[config.mk]
export PLATFORM = sky130hd
export DESIGN_NAME = muldiv_sequencer
export DESIGN_NICKNAME = d
export VERILOG_FILES = /design/src/rtl/muldiv_pkg.sv /design/src/rtl/muldiv_sequencer.sv
export SDC_FILE = /design/constraint.sdc
export NUM_CORES = 1
export LEC_CHECK = 0
export CORE_AREA = 5 5 42 44
export CTS_CLUSTER_DIAMETER = 100
export DETAILED_ROUTE_END_ITERATION = 8
export DIE_AREA = 0 0 47 49
export PLACE_DENSITY = 0.75
export SKIP_CTS_REPAIR_TIMING = 1
export SLEW_MARGIN = 20
export SYNTH_ARGS = -nofsm -noshare
export SYNTH_HDL_FRONTEND = slang
export SYNTH_SLANG_ARGS = --single-unit
export TNS_END_PERCENT = 1
[constraint.sdc]
create_clock -name clk -period 3.4 [get_ports clk]
set_clock_uncertainty 0.2 [all_clocks]
set_input_delay 0.68 -clock clk [delete_from_list [all_inputs] [get_ports clk]]
set_output_delay 0.68 -clock clk [all_outputs]
set_load 0.02 [all_outputs]
[src/rtl/muldiv_pkg.sv]
// ============================================================================
// Module  : muldiv_pkg
// Brief   : Shared state encoding and op constants for the mult/div sequencer.
// Revision: 1.0
// ============================================================================
`default_nettype none

package muldiv_pkg;

  localparam logic OP_MULT = 1'b0;
  localparam logic OP_DIV  = 1'b1;

  localparam int ITER_DEFAULT  = 32;
  localparam int CNT_W_DEFAULT = 6;

  typedef enum logic [2:0] {
    ST_IDLE   = 3'd0,
    ST_LOAD   = 3'd1,
    ST_CALC   = 3'd2,
    ST_RESULT = 3'd3,
    ST_DZERO  = 3'd4
  } state_t;

endpackage : muldiv_pkg

`default_nettype wire

[src/rtl/muldiv_sequencer.sv]
// ============================================================================
// Module  : muldiv_sequencer
// Brief   : Drives load/iterate/write-back strobes of the iterative mult/div
//           datapath and reports completion or divide-by-zero to the main FSM.
// Revision: 1.0
// ============================================================================
`default_nettype none

module muldiv_sequencer
  import muldiv_pkg::*;
#(
  parameter int ITER  = ITER_DEFAULT,
  parameter int CNT_W = CNT_W_DEFAULT
) (
  input  logic clk,
  input  logic reset,
  input  logic start,
  input  logic op,
  input  logic divZero,
  input  logic abort,
  output logic busy,
  output logic done,
  output logic divzero_exc,
  output logic mloadab,
  output logic mult,
  output logic dloadab,
  output logic div,
  output logic muxhigh,
  output logic muxlow,
  output logic highwrite,
  output logic lowwrite
);

  localparam logic [CNT_W-1:0] c_CNT_LOAD = CNT_W'(ITER - 1);

  state_t           r_state;
  logic             r_op;
  logic [CNT_W-1:0] r_cnt;

  // Counter is only meaningful in CALC; everywhere else it rests at zero.
  always_ff @(posedge clk) begin
    if (reset) begin
      r_state <= ST_IDLE;
      r_op    <= OP_MULT;
      r_cnt   <= '0;
    end else begin
      case (r_state)
        ST_IDLE: begin
          r_cnt <= '0;
          if (start && !abort) begin
            r_op    <= op;
            r_state <= ST_LOAD;
          end
        end
        ST_LOAD: begin
          if (abort) begin
            r_state <= ST_IDLE;
            r_cnt   <= '0;
          end else if ((r_op == OP_DIV) && divZero) begin
            r_state <= ST_DZERO;
            r_cnt   <= '0;
          end else begin
            r_state <= ST_CALC;
            r_cnt   <= c_CNT_LOAD;
          end
        end
        ST_CALC: begin
          if (abort) begin
            r_state <= ST_IDLE;
            r_cnt   <= '0;
          end else if (r_cnt == '0) begin
            r_state <= ST_RESULT;
          end else begin
            r_cnt <= r_cnt - 1'b1;
          end
        end
        ST_RESULT: begin
          r_state <= ST_IDLE;
          r_cnt   <= '0;
        end
        ST_DZERO: begin
          r_state <= ST_IDLE;
          r_cnt   <= '0;
        end
        default: begin
          r_state <= ST_IDLE;
          r_cnt   <= '0;
        end
      endcase
    end
  end

  logic w_is_load;
  logic w_is_calc;
  logic w_is_result;

  assign w_is_load   = (r_state == ST_LOAD);
  assign w_is_calc   = (r_state == ST_CALC);
  assign w_is_result = (r_state == ST_RESULT);

  assign busy        = (r_state != ST_IDLE);
  assign done        = w_is_result;
  assign divzero_exc = (r_state == ST_DZERO);
  assign mloadab     = w_is_load && (r_op == OP_MULT);
  assign dloadab     = w_is_load && (r_op == OP_DIV);
  assign mult        = w_is_calc && (r_op == OP_MULT);
  assign div         = w_is_calc && (r_op == OP_DIV);
  assign muxhigh     = w_is_result && r_op;
  assign muxlow      = w_is_result && r_op;
  assign highwrite   = w_is_result;
  assign lowwrite    = w_is_result;

endmodule : muldiv_sequencer

`default_nettype wire
After elaboration in Yosys (flattened, before gate mapping)
Index checks and enable logic that the tools add are counted.
W data, S select, Z words.
Storage, ports and cells
  word-level logic and storage cells: 36
  register bits: 10
  bits of input ports: 6
  output and inout bits: 11
Cells by class
  bitwise logic cells: 1
  equal/unequal tests: 7
  mux-type cells: 11
  add/subtract/negate cells: 1
  reduce and logical (&&, ||, !) cells: 13
Operators with widths (count)
  $mux W3: 5
  $mux W6: 2
  $pmux W6 S2: 1
  $mux W5: 2
  $pmux W3 S3: 1
  $logic_and A1 B1 Y1: 7
  $eq A3 B2 Y1 const B: 2
  $logic_not A6 Y1: 1
  $sub A6 B1 Y6 const B: 1
  $reduce_and A2 Y1: 2
  $eq A3 B1 Y1 const B: 1
  $eq A3 B3 Y1 const B: 1
  $logic_not A3 Y1: 1
  $ne A3 B2 Y1 const B: 1
  $ne A3 B3 Y1 const B: 1
  $reduce_bool A3 Y1: 1
  $ne A2 B2 Y1 const B: 1
  $logic_not A1 Y1: 1
  $not A1 Y1: 1

Longest topological paths before layout
  depth after elaboration: 4
  gate-level depth with buffers: 6
  depth with buffers taken out: 6

Least setup slack after synthesis
No wires, ideal clock.
  path kind: reg2out
  start: register r_state[0]
  end: output port muxlow
  path buffers: 1
  path slack: 1398 ps
  data arrival time: 1122 ps
  cell stages (with the launch flop): 4
  data required time: 2520 ps
  path through: dfxtp_1 > and3b_2 > and2_1 > buf_4
On the way
  word-level cells in the longest chain between the ends: 2
Ends and longest elaborated chain
  from (decl): line muldiv_sequencer.sv:36  | state_t r_state;
  from (signal assigned): line muldiv_sequencer.sv:43  | r_state <= ST_IDLE;
  from (signal assigned): line muldiv_sequencer.sv:52  | r_state <= ST_LOAD;
  from (signal assigned): line muldiv_sequencer.sv:57  | r_state <= ST_IDLE;
  $eq A3 B2 Y1: line muldiv_sequencer.sv:99  | assign w_is_result = (r_state == ST_RESULT);
  net done: line muldiv_sequencer.sv:22  | output logic done,
  $logic_and A1 B1 Y1
  to (decl): line muldiv_sequencer.sv:29  | output logic muxlow,
The timed path passes the listed nets, and every way through them passes these cells.

Final worst setup path
  start: register r_state[1]
  end: output port mult
On the way
  word-level cells in the longest chain between the ends: 2
Ends and longest elaborated chain
  $eq A3 B2 Y1: line muldiv_sequencer.sv:98  | assign w_is_calc = (r_state == ST_CALC);
  $logic_and A1 B1 Y1: line muldiv_sequencer.sv:106  | assign mult = w_is_calc && (r_op == OP_MULT);
  to (decl): line muldiv_sequencer.sv:25  | output logic mult,
Every way passes these cells.

==> tab_implementation.tex <==
\begin{tabular}{lr}
\hline
Metric & Value \\
\hline
\multicolumn{2}{l}{\textbf{Setup path}} \\
\quad Cell with the largest stage delay on the worst path & clkdlybuf4s50\_1 \\
\quad Depth of the worst register-to-register path & 4 \\
\quad Data required time at the worst endpoint & 2520 ps \\
\quad CP Cell Sequence & or3b\_4 > nor2\_1 > clkdlybuf4s50\_1 \\
\quad CP Max Fanout & 7 \\
\quad Worst EP arrival & approximately 1800 ps \\
\quad Maximum cell stage delay along the critical path & approximately 610 ps \\
\quad CP Launch Type & register \\
\quad Capturing element type of the critical path & output port \\
\quad Total stage count of the critical path & 3 \\
\quad Count of buffering cells on the critical path with inverters included & 1 \\
\quad Cell family contributing the most delay on the critical path & buffers and inverters \\
\quad Critical path class & reg2out \\
\multicolumn{2}{l}{\textbf{Yosys}} \\
\quad Share of the synthesized area in compound gates (AO/OA/AOI/OAI) & 0.1567 \\
\quad Share of cell area taken by muxes after synthesis & 0 \\
\quad Netlist area before placement & about 580 µm² \\
\quad Yosys warnings & 0 \\
\quad Seq/Total Area, Yosys & 0.3433 \\
\quad Net Count, Synth & slightly below 80 \\
\quad Xor and xnor area share after synthesis & 0.06009 \\
\quad Number of different library cells in the post-synthesis netlist & 26 \\
\quad Synthesized flop and latch total & 10 \\
\quad Top cell type's share of synthesized area & 0.3433 \\
\quad Cell types with the largest area share after synthesis & dfxtp\_1 (34\%), a21oi\_1 (6.0\%), nor3\_1 (5.2\%) \\
\quad Synthesized area per cell & about 8.2 µm² \\
\quad Largest area contributor in the synthesized netlist & dfxtp\_1 \\
\quad Combinational family with the most area after synthesis & simple AND/OR/NAND/NOR gates \\
\quad Area share of and/or/nand/nor cells after synthesis & 0.3326 \\
\quad Synthesized instance count & 71 \\
\quad Adder-cell share of the synthesized area & 0.04292 \\
\multicolumn{2}{l}{\textbf{Clock network}} \\
\quad TritonCTS clock tree & done \\
\quad Clock buffer count from CTS & 3 \\
\quad Clock latency of the later-clocked register in the worst-skew pair & roughly 270 ps \\
\quad Root Driver & clkbuf\_4 \\
\quad Clock transition at path regs & about 60 ps \\
\quad Clock sink total & 10 \\
\quad Max clock buf depth & 2 \\
\quad Depth of the CTS H-tree & 1 \\
\multicolumn{2}{l}{\textbf{Power}} \\
\quad Cell Pwr Density & around 340 nW/µm² \\
\quad Design Power & 260.5 µW \\
\quad Peak supply drop & about 0.2 mV \\
\quad Static leakage power & approximately 0.00028 µW \\
\multicolumn{2}{l}{\textbf{Worst hold path}} \\
\quad Tightest Hold Check Type & reg2reg \\
\quad Cell depth of the worst min-delay path & 2 \\
\multicolumn{2}{l}{\textbf{Global route}} \\
\quad Number of antenna violations at the first check in global routing & 0 \\
\quad Overflow left after global routing & 0 \\
\quad Number of global-route vias before repair & roughly 460 \\
\quad First-pass GRT wire length & 1863 µm \\
\quad Pin count of the biggest net entering global routing & 9 \\
\quad GRT Util Overall & 0.1107 \\
\multicolumn{2}{l}{\textbf{STA}} \\
\quad Crit share post-route & 0.7857 \\
\quad Max Freq & roughly 0.37 GHz \\
\quad Setup repair after global routing missed its margin & false \\
\quad Total count of max-transition violations in the final report & 0 \\
\quad Final hold violation count & 0 \\
\quad Aggregate negative setup slack & 0 ps \\
\quad Slew headroom & 0.7931 \\
\quad Worst Tran Pin Value & 309.2 ps \\
\quad Endpoints failing setup & 0 \\
\quad Min Clock Period, post-route & between 2000 and 3000 ps \\
\quad Setup WS post-layout & between 700 and 800 ps \\
\multicolumn{2}{l}{\textbf{Finish}} \\
\quad Antenna fix cells & 0 \\
\quad Area overhead of the layout relative to synthesis & 30.90\% \\
\quad Net count of the finished layout & 97 \\
\quad Filler Cells Inserted & around 130 \\
\quad Share of post-route cells with drive strength above 1 & 0.1034 \\
\multicolumn{2}{l}{\textbf{Die}} \\
\quad Initial core utilization & 0.4161 \\
\quad I/O Pins & 17 \\
\quad Chip Height & 49 µm \\
\quad Die width & between 40 and 50 µm \\
\quad Die outline area & between 2000 and 2500 µm² \\
\quad Std cell rows & 14 \\
\quad Core Area & $\sim$1400 µm² \\
\multicolumn{2}{l}{\textbf{Placement}} \\
\quad Setup Slack @ Placement & $\sim$1000 ps \\
\quad PortBufs & 16 \\
\quad HPWL Detailed & 971.9 µm \\
\quad Final weighted congestion in routability-driven placement & between 0.8 and 0.9 \\
\multicolumn{2}{l}{\textbf{Route}} \\
\quad Wire length after detailed routing & 1208 µm \\
\quad Number of vias per cell & between 5 and 6 \\
\quad Routed WL per cell & roughly 12 µm \\
\quad Total vias in the final route & approximately 530 \\
\quad Number of DRC markers in iteration 0 & 4 \\
\quad ANT nets after route & 0 \\
\quad DRC viols & 0 \\
\quad Total iterations of the first detailed-routing run & 2 \\
\multicolumn{2}{l}{\textbf{Flow run}} \\
\quad Max-Cap Viols & 0 \\
\multicolumn{2}{l}{\textbf{Outcome}} \\
\quad Result of the run & complete, no violations \\
\hline
\end{tabular}
## cells in the mapped netlist (all sizes together)
library cell,count
a21oi,7
a221o,1
a221oi,1
and2,1
and3b,1
buf,3
dfxtp,10
ha,2
inv,4
nand2,6
nand2b,3
nor2,5
nor3,6
nor3b,2
nor4,2
o211ai,1
o21ai,3
o221ai,1
or2,3
or2b,1
or3,2
or3b,1
or4,1
xnor2,1
xor2,3
## where the power goes
| group | leakage [µW] | internal (µW) | switching [µW] |
|---|---|---|---|
| Combinational | 0.000183 | 25.3 | 28.0 |
| Clock | 0.0000138 | 40.9 | 40.3 |
| Sequential | 0.0000810 | 121 | 4.95 |
## metrics by stage
step	utilization	cell area, µm²	cells	hold slack, ps
global placement	0.5286	740.7	100	323.8
global route	0.5446	763.2	103	381.0
finish	0.5446	763.2	103	327.0
detailed placement	0.5286	740.7	100	325.4
CTS	0.5446	763.2	103	332.9
floorplan	-	583.1	71	286.4
## flip-flops by register name, indices dropped and copies added, names as in the netlist
| name | flops |
|---|---|
| r_state | 3 |
| r_op | 1 |
| r_cnt | 6 |
## layout make-up
| cell class | count | area, µm² | area share |
|---|---|---|---|
| clock buffers | 3 | 22.52 | 0.02951 |
| inverters | 4 | 15.01 | 0.01967 |
| well taps | 16 | 20.02 | 0.02623 |
| repair buffers | 16 | 160.2 | 0.2098 |
| flip-flops and latches | 10 | 200.2 | 0.2623 |
| multi-input cells | 54 | 345.3 | 0.4525 |
## tightest hold or removal path, stage by stage (launching register included)
cell	delay [ps]
dfxtp_1	350
nand2_1	90
nor4_1	50
## cells in the final DEF, fill, tap and decap left out, drive strengths merged, types with 4 or more instances in the layout
cell type and count:
nor3 6, a21oi 7, nor2 5, clkdlybuf4s50 16
nand2 6, dfxtp 10, inv 4
## cell families (layout without fill, tap and decap cells)
logic type                 after synthesis  in the layout
AOI/OAI and AO/OA                       14             14
xor gates and xnor gates                 4              4
adders and majority gates                2              2
buffers and inverters                    7             23
DFF                                     10             10
and+or+nand+nor                         34             34
## worst paths after layout
check | slack, ps | to | from
max | 730 | mult | r_state[1]
min | 330 | r_state[2] | r_op
max reg2reg | 1540 | r_cnt[0] | r_state[1]
min reg2reg | 330 | r_state[2] | r_op
## metal layers
metal,vias to the layer above,wire length (µm),GRT usage
li1,284,-,-
met1,225,521,0.1302
met2,17,552,0.1719
met3,3,111,0.03690
met4,0,22,0.05530
met5,-,0,0
Note: power is estimated with default switching activity, not from simulation.
